[config.mk]
export PLATFORM = sky130hd
export DESIGN_NAME = serial_adder_fsm_flat
export DESIGN_NICKNAME = d
export VERILOG_FILES = /design/src/rtl/serial_adder_fsm_if.sv /design/src/rtl/serial_adder_fsm.sv /design/src/flat_wrapper.sv
export SDC_FILE = /design/constraint.sdc
export NUM_CORES = 1
export LEC_CHECK = 0
export ABC_AREA = 1
export CAP_MARGIN = 40
export CELL_PAD_IN_SITES_DETAIL_PLACEMENT = 0
export CELL_PAD_IN_SITES_GLOBAL_PLACEMENT = 1
export CORE_ASPECT_RATIO = 1.75
export CORE_MARGIN = 2
export CORE_UTILIZATION = 37
export CTS_CLUSTER_SIZE = 20
export DETAILED_ROUTE_END_ITERATION = 8
export PLACE_DENSITY_LB_ADDON = 0.1
export SLEW_MARGIN = 0
export SYNTH_ARGS = -nofsm -noshare
export SYNTH_HDL_FRONTEND = slang
export SYNTH_SLANG_ARGS = --single-unit
export TNS_END_PERCENT = 10
[constraint.sdc]
create_clock -name clk -period 1.6 [get_ports clk]
set_input_delay 0.32 -clock clk [delete_from_list [all_inputs] [get_ports clk]]
set_output_delay 0.32 -clock clk [all_outputs]
set_load 0.01 [all_outputs]
[src/rtl/serial_adder_fsm_if.sv]
// Handshake and operand/result bundle for the bit-serial adder.
// The controller side drives start/a/b; the adder side returns busy/done/sum/carry.
interface serial_adder_fsm_if #(
  parameter int WIDTH = 8
) ();
  logic             start;
  logic [WIDTH-1:0] a;
  logic [WIDTH-1:0] b;
  logic             busy;
  logic             done;
  logic [WIDTH-1:0] sum;
  logic             carry;

  modport master (
    output start, a, b,
    input  busy, done, sum, carry
  );

  modport slave (
    input  start, a, b,
    output busy, done, sum, carry
  );
endinterface

[src/rtl/serial_adder_fsm.sv]
// Bit-serial LSB-first adder: one full-adder cell plus a carry flop, WIDTH cycles per add.
// Operands are captured on an accepted start; sum/carry update only at completion or reset.
module serial_adder_fsm #(
  parameter int WIDTH = 8
) (
  input  logic              clk,
  input  logic              rst,
  serial_adder_fsm_if.slave bus
);

  localparam int CW = $clog2(WIDTH) + 1;
  localparam logic [CW-1:0] LAST_BIT = CW'(WIDTH - 1);

  typedef enum logic [1:0] {
    IDLE = 2'd0,
    RUN  = 2'd1,
    DONE = 2'd2
  } state_t;

  state_t           state_q, state_d;
  logic [WIDTH-1:0] a_sr_q, a_sr_d;
  logic [WIDTH-1:0] b_sr_q, b_sr_d;
  logic [WIDTH-1:0] sum_sr_q, sum_sr_d;
  logic [WIDTH-1:0] sum_q, sum_d;
  logic             c_q, c_d;
  logic             carry_q, carry_d;
  logic [CW-1:0]    cnt_q, cnt_d;
  logic             busy_q, busy_d;
  logic             done_q, done_d;

  logic s_bit;
  logic c_next;

  // The single full-adder cell shared by every bit position.
  assign s_bit  = a_sr_q[0] ^ b_sr_q[0] ^ c_q;
  assign c_next = (a_sr_q[0] & b_sr_q[0]) | (c_q & (a_sr_q[0] ^ b_sr_q[0]));

  always_comb begin
    // NOTE: every signal gets a default before the case so no path leaves it unassigned, which would infer a latch.
    state_d  = state_q;
    a_sr_d   = a_sr_q;
    b_sr_d   = b_sr_q;
    sum_sr_d = sum_sr_q;
    sum_d    = sum_q;
    c_d      = c_q;
    carry_d  = carry_q;
    cnt_d    = cnt_q;

    unique case (state_q)
      IDLE: begin
        if (bus.start) begin
          a_sr_d   = bus.a;
          b_sr_d   = bus.b;
          sum_sr_d = '0;
          c_d      = 1'b0;
          cnt_d    = '0;
          state_d  = RUN;
        end
      end
      RUN: begin
        a_sr_d   = {1'b0, a_sr_q[WIDTH-1:1]};
        b_sr_d   = {1'b0, b_sr_q[WIDTH-1:1]};
        sum_sr_d = {s_bit, sum_sr_q[WIDTH-1:1]};
        c_d      = c_next;
        cnt_d    = cnt_q + CW'(1);
        if (cnt_q == LAST_BIT) begin
          sum_d   = {s_bit, sum_sr_q[WIDTH-1:1]};
          carry_d = c_next;
          state_d = DONE;
        end
      end
      DONE:    state_d = IDLE;
      default: state_d = IDLE;
    endcase

    // Status flags are decoded from the next state so they leave dedicated flops.
    busy_d = (state_d == RUN);
    done_d = (state_d == DONE);
  end

  // NOTE: sequential state uses non-blocking assignments so every flop samples pre-edge values.
  always_ff @(posedge clk) begin
    if (rst) begin
      state_q  <= IDLE;
      a_sr_q   <= '0;
      b_sr_q   <= '0;
      sum_sr_q <= '0;
      sum_q    <= '0;
      c_q      <= 1'b0;
      carry_q  <= 1'b0;
      cnt_q    <= '0;
      busy_q   <= 1'b0;
      done_q   <= 1'b0;
    end else begin
      state_q  <= state_d;
      a_sr_q   <= a_sr_d;
      b_sr_q   <= b_sr_d;
      sum_sr_q <= sum_sr_d;
      sum_q    <= sum_d;
      c_q      <= c_d;
      carry_q  <= carry_d;
      cnt_q    <= cnt_d;
      busy_q   <= busy_d;
      done_q   <= done_d;
    end
  end

  assign bus.busy  = busy_q;
  assign bus.done  = done_q;
  assign bus.sum   = sum_q;
  assign bus.carry = carry_q;

endmodule

[src/flat_wrapper.sv]
// flat-port wrapper written by rule: the top's interface ports become plain ports
module serial_adder_fsm_flat 
#(
  parameter int WIDTH = 8
)
  (clk, rst, bus_start, bus_a, bus_b, bus_busy, bus_done, bus_sum, bus_carry);
  serial_adder_fsm_if #(.WIDTH(WIDTH)) bus_i ();
  input  logic clk;
  input  logic rst;
  input wire logic [$bits(bus_i.start)-1:0] bus_start;
  input wire logic [$bits(bus_i.a)-1:0] bus_a;
  input wire logic [$bits(bus_i.b)-1:0] bus_b;
  output wire logic [$bits(bus_i.busy)-1:0] bus_busy;
  output wire logic [$bits(bus_i.done)-1:0] bus_done;
  output wire logic [$bits(bus_i.sum)-1:0] bus_sum;
  output wire logic [$bits(bus_i.carry)-1:0] bus_carry;
  assign bus_i.start = bus_start;
  assign bus_i.a = bus_a;
  assign bus_i.b = bus_b;
  assign bus_busy = bus_i.busy;
  assign bus_done = bus_i.done;
  assign bus_sum = bus_i.sum;
  assign bus_carry = bus_i.carry;
  serial_adder_fsm #(.WIDTH(WIDTH)) u_core (.clk(clk), .rst(rst), .bus(bus_i));
endmodule
==> impl.org, run 1 <==
** Outcome
- Outcome :: finished, final reports clean

** Routing
- Via total after detailed routing :: 1588
- Total detailed-routing wirelength :: 4.19 mm
- The count of nets left with antenna violations once routing finished came out at 0.
- For this block, the initial DRC count from the detailed router was 59.
- For this run, the detailed router's first-pass iteration total came to 4.
- For this run, design rule violations remaining after detail routing come to 0.
- Using the TritonRoute via totals, the vias-per-cell ratio works out to 4.77.
- Average wire length per cell after detail routing :: 12.6 µm

** Timing
- For the final routed database, the setup TNS stands at 0 ns.
- Clock skew on the completed layout was measured at 0.00372 ns.
- Setup repair after global routing left no endpoint under its margin.
- The max-slew violation count was 0.
- At the pin with the least slew margin, the transition time is 0.413 ns.
- For this run, the top clock speed supported by timing is 0.663 GHz.
- The worst path uses 94.2% of the clock period.
- Final min period :: 1.51 ns
- In this run the tightest slew margin relative to its limit is 72.4%.
- Total count of hold-check failures in the final report :: 0
- Setup violations remaining at the end of the flow were counted as 0.

** Yosys
- sky130_fd_sc_hd__nand2_1 is the most common cell in the netlist.
- Post-synthesis sequential element count :: 41
- Seq/Total Area, Yosys :: 47.2%
- Total number of yosys warnings :: 0
- After synthesis the cells add up to 1740 µm².
- Fraction of synthesis flops using an asynchronous set or reset pin :: 0%
- The top cell type by area accounts for 47.2% of the synthesized area.
- In this run, distinct cell masters in the synthesized netlist total 16.
- Synthesis produced a netlist with a net count of 268.
- Post-synthesis cell type with the largest combined area :: sky130_fd_sc_hd__dfxtp_1
- Syn Inst Count :: 247
- Top_reg_cell synth :: sky130_fd_sc_hd__dfxtp_1
- Post-synth top cells :: sky130_fd_sc_hd__nand2_1, sky130_fd_sc_hd__nand3_1, sky130_fd_sc_hd__dfxtp_1
- Mean instance size in the synthesized netlist :: 7.04 µm²
- The synthesized design contains 0 enable-type register cells.
- By area the synthesized netlist is led by sky130_fd_sc_hd__dfxtp_1, sky130_fd_sc_hd__nand3_1, sky130_fd_sc_hd__nand2_1.

** Placement
- Half-perimeter wire length of the detailed placement result :: 2.88 mm
- Buffers placed on the I/O ports in this run total 29.
- RD Place Congestion :: 0.736

** Pwr
- Of the total power, the share spent switching nets is 23.1%.
- Clock network fraction of design power :: 39.8%
- In this run the static leakage power is 0.920 nW.
- The completed layout was analyzed and its total power is 2.17 mW.
- Gate power share :: 10.8%
- VDD sags by at most 0.687 mV.
- P per Cell Area :: 969 nW/µm²
- Of the total power, registers draw 49.4%.
- Power dissipated by switching net loads :: 0.501 mW
- Pint :: 1.67 mW

** Worst setup path
- End of the worst register-to-register path :: u_core.bus.carry$_SDFFE_PP0P_
- Critical Path Source :: u_core.bus.sum[0]$_SDFFE_PP0P_
- For the worst setup path, the data required time is 1.28 ns.
- The largest single stage delay on the critical path is 0.54 ns.
- Setup slack, reg-to-reg :: 0.20 ns
- In this run the worst setup path terminates at bus_sum[0].
- By startpoint and endpoint, the worst setup path is classified as reg -> out.
- Worst reg2reg path startpoint :: u_core.state_q[0]$_SDFF_PP0_
- In this run the number of cells on the critical path is 1.
- STA classifies the critical path startpoint as a flip-flop.
- Register-to-Register Path Depth :: 5
- Category of cells accounting for the largest share of critical-path delay :: buffers and inverters
- At the worst endpoint, the arrival time is 1.19 ns.
- The critical path goes through clkdlybuf4s50_1.
- The largest individual stage delay along the critical path comes from the cell sky130_fd_sc_hd__clkdlybuf4s50_1.
- Critical Path End Type :: output port
- Together, buffers and inverters on the worst path number 1.
- Critical path peak fanout :: 2

** Clock network
- TritonCTS created 5 clock buffers.
- Clock tree root driver cell :: sky130_fd_sc_hd__clkbuf_8
- The clock passes through at most 2 buffers.
- The clock tree synthesis step divided the H-tree into 2 levels.
- Total clock sinks :: 41
- Post-CTS setup buffers :: 0
- Clock latency on the worst-skew pair, taken at its later pin, is 0.29 ns.
- Clock-pin slew was measured on the worst setup and hold paths at 0.08 ns.
- After clock tree synthesis, the flow added hold-fix buffers numbering 0.
- Number of gates given a new drive strength after cts :: 0
- TritonCTS clock tree :: built

** Min path
- Along the worst hold path, the cell count comes to 2.
- Critical hold path startpoint :: u_core.bus.sum[4]$_SDFFE_PP0P_
- Min-delay worst type :: reg -> reg

** Die
- The floorplan step defined a core boundary enclosing 4580 µm².
- Once the floorplan was initialized, standard cells occupied 37.9% of the core.
- Total die area :: 5280 µm²
- 30 I/O pins were placed.
- In this run the horizontal extent of the chip is 55.8 µm.
- The initialized floorplan defines 33 standard-cell rows.
- The floorplan step set the die height to 94.7 µm.

** Finish
- Fillers :: 478
- 0 antenna diodes ended up in the layout.
- Proportion of layout cells with a drive suffix above 1 :: 7.47%
- Area Growth Syn to Fin :: 28.7%
- Measured on the finished design, the core utilization comes to 48.8%.
- The net count of the finished layout is 301.

** Global routing
- Summed over all layers, the global routing overflow is 0.
- Wire length of the first global-routing pass :: 7.40 mm
- Global routing used 18.0% of the available tracks across all layers.
- The number of antenna violations at the first check in global routing is 0.
- Via count of the first global-routing pass :: 1586
- Entering global routing, the biggest net connects 21 pins.

** Job
- Max-capacitance violation count :: 0
## flip-flops by register name, indices dropped and copies added (netlist names)
| register | count |
|---|---|
| u_core.bus.sum | 8 |
| u_core.bus.busy | 1 |
| u_core.state_q | 2 |
| u_core.bus.done | 1 |
| u_core.sum_sr_q | 7 |
| u_core.b_sr_q | 8 |
| u_core.a_sr_q | 8 |
| u_core.cnt_q | 4 |
| u_core.c_q | 1 |
| u_core.bus.carry | 1 |
## layer usage
metal / wire length (µm) / global-route usage (%) / up-vias
met5: 0 / 0 / -
met4: 48 / 6.10 / 0
met3: 122 / 3.97 / 4
met2: 2160 / 33.1 / 21
met1: 1860 / 20.2 / 719
li1: - / - / 844
## cell usage in the layout, fill, tap and decap left out
cell	Yosys	routed
sky130_fd_sc_hd__clkbuf_8	0	6
sky130_fd_sc_hd__dfxtp_1	41	41
sky130_fd_sc_hd__o21ai_0	2	2
sky130_fd_sc_hd__nand3_1	46	46
sky130_fd_sc_hd__nand2_1	58	58
sky130_fd_sc_hd__bufinv_16	0	1
sky130_fd_sc_hd__nand2_2	2	2
sky130_fd_sc_hd__a21oi_1	24	24
sky130_fd_sc_hd__fa_1	1	1
sky130_fd_sc_hd__clkbuf_1	4	1
sky130_fd_sc_hd__buf_12	0	1
sky130_fd_sc_hd__nor2_1	33	33
sky130_fd_sc_hd__buf_4	2	10
sky130_fd_sc_hd__inv_1	23	23
sky130_fd_sc_hd__clkinv_1	1	1
sky130_fd_sc_hd__ha_1	1	1
sky130_fd_sc_hd__nor2_4	1	1
sky130_fd_sc_hd__clkdlybuf4s50_1	0	29
## per-stage QoR
step | worst slack, ns | cells | instance area (µm²) | hold WS, ns
2_1_floorplan | 0.394 | 247 | 1740 | 0.389
3_3_place_gp | 0.0730 | 325 | 2120 | 0.451
3_5_place_dp | 0.0920 | 325 | 2120 | 0.456
4_1_cts | 0.0820 | 333 | 2240 | 0.467
5_1_grt | 0.00917 | 333 | 2240 | 0.504
6_report | 0.0928 | 333 | 2240 | 0.463
## worst min path at each step
stage | slack, ns | to
after detailed placement | 0.46 | u_core.bus.sum[4]$_SDFFE_PP0P_
after floorplan | 0.39 | u_core.bus.carry$_SDFFE_PP0P_
after global placement | 0.45 | u_core.bus.carry$_SDFFE_PP0P_
after global routing | 0.50 | u_core.bus.sum[7]$_SDFFE_PP0P_
after CTS | 0.47 | u_core.bus.sum[4]$_SDFFE_PP0P_
final | 0.46 | u_core.bus.sum[4]$_SDFFE_PP0P_
## kinds of logic (layout without fill, tap and decap cells)
logic type               Yosys count  after routing  synth area share, %
AO/OA/AOI/OAI                     26             26                 7.49
adder cells (fa/ha/maj)            2              2                 1.87
buffers and inverters             38             72                 9.14
flip-flops                        41             41                 47.2
AND/OR/NAND/NOR                  140            140                 34.3
## cell type report
type	instances	area [µm²]	share of cell area, %
repair buffers	40	385	17.2
well taps	52	65.1	2.91
multi-input cells	168	758	33.9
inverters	24	90.1	4.03
clock inverters	1	30.0	1.34
flip-flops and latches	41	821	36.7
clock buffers	7	86.3	3.86
## power by group through the flow
stage                     combinational [mW]  sequential [mW]  clock (mW)
after detailed placement               0.237             1.09           0
after CTS                              0.238             1.07       0.878
final                                  0.234             1.07       0.863
after global placement                 0.238             1.09           0
after global routing                   0.267             1.08       0.924
after floorplan                        0.134             1.09           0
Power figures use the tool's default switching activity.
==> run 2: changes to the inputs <==
- clock period: 1.6 -> 1.7 ns (I/O delays scaled with it)
==> impl.org, run 2 (synthesized netlist as in run 1, its figures left out) <==
** Routing
- The total number of vias was 1588 (unchanged).
- DRT iter0 DRCs :: 42 (was 59)
- Remaining routing DRC violations :: 0 (unchanged)
- Met3 WL post-DR :: 104 µm (was 122 µm)
- Vias per std cell :: 4.77 (unchanged)
- Average wire length per cell after detail routing :: 12.4 µm (was 12.6 µm)
- The met2 routed wirelength was 2.13 mm (was 2.16 mm).
- The met1 wire length is 1.84 mm (was 1.86 mm).
- First-pass iteration count of the detailed router :: 4 (unchanged)
- The uppermost layer routed is met4 (unchanged).
- The remaining antenna violation count after routing is 0 (unchanged).
- The wire length reported by the detailed router was 4.11 mm (was 4.19 mm).

** Placement
- Worst Setup Slack post-DPL :: 0.174 ns (was 0.0920 ns)
- Count of port buffers added during placement :: 29 (unchanged)
- Half-perimeter wire length of the detailed placement result :: 2.86 mm (was 2.88 mm)
- The routability congestion estimate from global placement was 0.727 (was 0.736).

** Die
- Initial Util :: 37.9% (unchanged)
- The floorplan row count is 33 (unchanged).
- Total core area :: 4580 µm² (unchanged)
- Total die area :: 5280 µm² (unchanged)
- The height of the die is 94.7 µm (unchanged).
- Die Span X :: 55.8 µm (unchanged)
- Number of I/O pins :: 30 (unchanged)

** Pwr
- The power per standard cell area came to 838 nW/µm² (was 969 nW/µm²).
- The peak supply drop was 0.663 mV (was 0.687 mV).
- The leakage power of the design was 0.905 nW (was 0.920 nW).

** Worst setup path
- Slowest stage cell, crit path :: sky130_fd_sc_hd__clkdlybuf4s50_1 (unchanged)
- The cell type group with the largest total delay on the critical path is buffers and inverters (unchanged).
- Buffers & Inverters on Critical Path :: 1 (unchanged)
- Longest individual stage delay on the worst path :: 0.54 ns (about the same)
- The type of element capturing the critical path was an output port (unchanged).
- The kind of start point of the critical path was a flip-flop (unchanged).
- CP cell instances: clkdlybuf4s50_1 (unchanged).
- Worst endpoint data arrival time :: 1.17 ns (was 1.19 ns)
- Worst EP required :: 1.36 ns (was 1.28 ns)
- Setup slack, reg-to-reg :: 0.31 ns (was 0.20 ns)
- The type of the worst setup path is reg -> out (unchanged).
- Critical path peak fanout :: 2 (unchanged)

** Finish
- Proportion of layout cells with a drive suffix above 1 :: 7.83% (was 7.47%)
- Fillers :: 501 (was 478)
- The multi-input gate area in the final layout came to 758 µm² (unchanged).
- Final nets :: 301 (unchanged)
- Commonest non-fill, non-tap cell in the layout :: sky130_fd_sc_hd__nand2_1 (unchanged)
- Highest-count cells in the layout ignoring fill and taps :: sky130_fd_sc_hd__nand2_1, sky130_fd_sc_hd__nand3_1, sky130_fd_sc_hd__dfxtp_1 (unchanged)
- Sequential cell area :: 821 µm² (unchanged)
- Area Growth Syn to Fin :: 26.9% (was 28.7%)
- The antenna diode count came to 0 (unchanged).

** Timing
- The worst hold slack after final layout came to 0.463 ns (about the same).
- Minimum setup slack in the final design :: 0.186 ns (was 0.0928 ns)
- Final period util :: 89.1%
- Largest clock skew in the final design :: 0.00248 ns (was 0.00372 ns)
- The max-slew violation count was 0 (unchanged).
- Final min period :: 1.51 ns
- The number of endpoints failing setup at the final stage came to 0 (unchanged).
- The hold violation count in the final report is 0 (unchanged).
- Total negative slack :: 0 ns (unchanged)
- Peak Freq :: 0.661 GHz
- The worst slew margin relative to its limit came to 73.0% (was 72.4%).
- RSZ-0062 raised after global routing :: no (unchanged)
- Transition at the pin with the smallest max-transition slack :: 0.405 ns (was 0.413 ns)

** Outcome
- Outcome :: finished, final reports clean (unchanged)

** Global routing
- The number of antenna violations at the first check in global routing is 0 (unchanged).
- The remaining global-route overflow came to 0 (unchanged).
- Via count of the first global-routing pass :: 1559 (was 1586)
- The global-route usage over all layers was 17.2% (was 18.0%).
- Wire length of the first global-routing pass :: 7.13 mm (was 7.40 mm)
- The pin count of the biggest net entering global routing was 21 (unchanged).

** Clock network
- TritonCTS clock tree :: built (unchanged)
- The number of buffers added to fix hold violations after cts was 0 (unchanged).
- TritonCTS buffer count :: 5 (unchanged)
- The clock sink count came to 41 (unchanged).
- The clock insertion delay at the later pin of the skew report came to 0.28 ns (was 0.29 ns).
- Number of gates given a new drive strength after cts :: 0 (unchanged)
- Clock tree root driver cell :: sky130_fd_sc_hd__clkbuf_8 (unchanged)
- The number of post-CTS setup repair buffers is 0 (unchanged).
- H-tree levels :: 2 (unchanged)
- Clock-pin slew on the worst setup and hold paths :: 0.08 ns (about the same)
- Buffer levels on the longest clock path :: 2 (unchanged)

** Job
- Max-capacitance violation count :: 0 (unchanged)

** Min path
- The type of the worst min-delay path is reg -> reg (unchanged).
-- run 2: cell count changes in the layout (fill, tap and decap cells not counted), sizes merged --
cell and delta:
clkinv +2, clkinvlp +1, bufinv -1, clkbuf -2
-- run 2: where the power goes --
| group | internal, mW | switching, mW | total (mW) |
|---|---|---|---|
| Combinational | 0.0995 | 0.120 | 0.219 |
| Clock | 0.283 | 0.338 | 0.621 |
| Sequential | 0.989 | 0.0179 | 1.01 |
| Total | 1.37 | 0.475 | 1.85 |
-- run 2: worst paths after layout --
check                            startpoint                              to  cells past startpoint
max reg2reg    u_core.state_q[0]$_SDFF_PP0_   u_core.bus.carry$_SDFFE_PP0P_                      5
min          u_core.bus.sum[4]$_SDFFE_PP0P_  u_core.bus.sum[4]$_SDFFE_PP0P_                      2
min reg2reg  u_core.bus.sum[4]$_SDFFE_PP0P_  u_core.bus.sum[4]$_SDFFE_PP0P_                      2
max          u_core.bus.sum[0]$_SDFFE_PP0P_                      bus_sum[0]                      1
-- run 2: per-stage QoR --
stage	std cells	instance area [µm²]	total power, mW	util [%]
detailed placement	325	2120	1.25	46.2
floorplan	247	1740	1.15	-
finish	333	2210	1.85	48.1
global placement	325	2120	1.25	46.2
global route	333	2210	1.94	48.1
CTS	333	2210	1.88	48.1
-- run 2: area by class of cell --
class | count | area share [%]
flip-flops and latches | 41 | 37.2
multi-input cells | 168 | 34.4
repair buffers | 40 | 17.5
inverters | 24 | 4.08
clock buffers | 5 | 3.12
well taps | 52 | 2.95
clock inverters | 3 | 0.794
-- run 2: metal layers --
| layer | global-route usage, % | vias to the layer above |
|---|---|---|
| met1 | 18.8 | 718 |
| met4 | 6.10 | 0 |
| li1 | - | 848 |
| met3 | 3.15 | 4 |
| met5 | 0 | - |
| met2 | 32.6 | 18 |
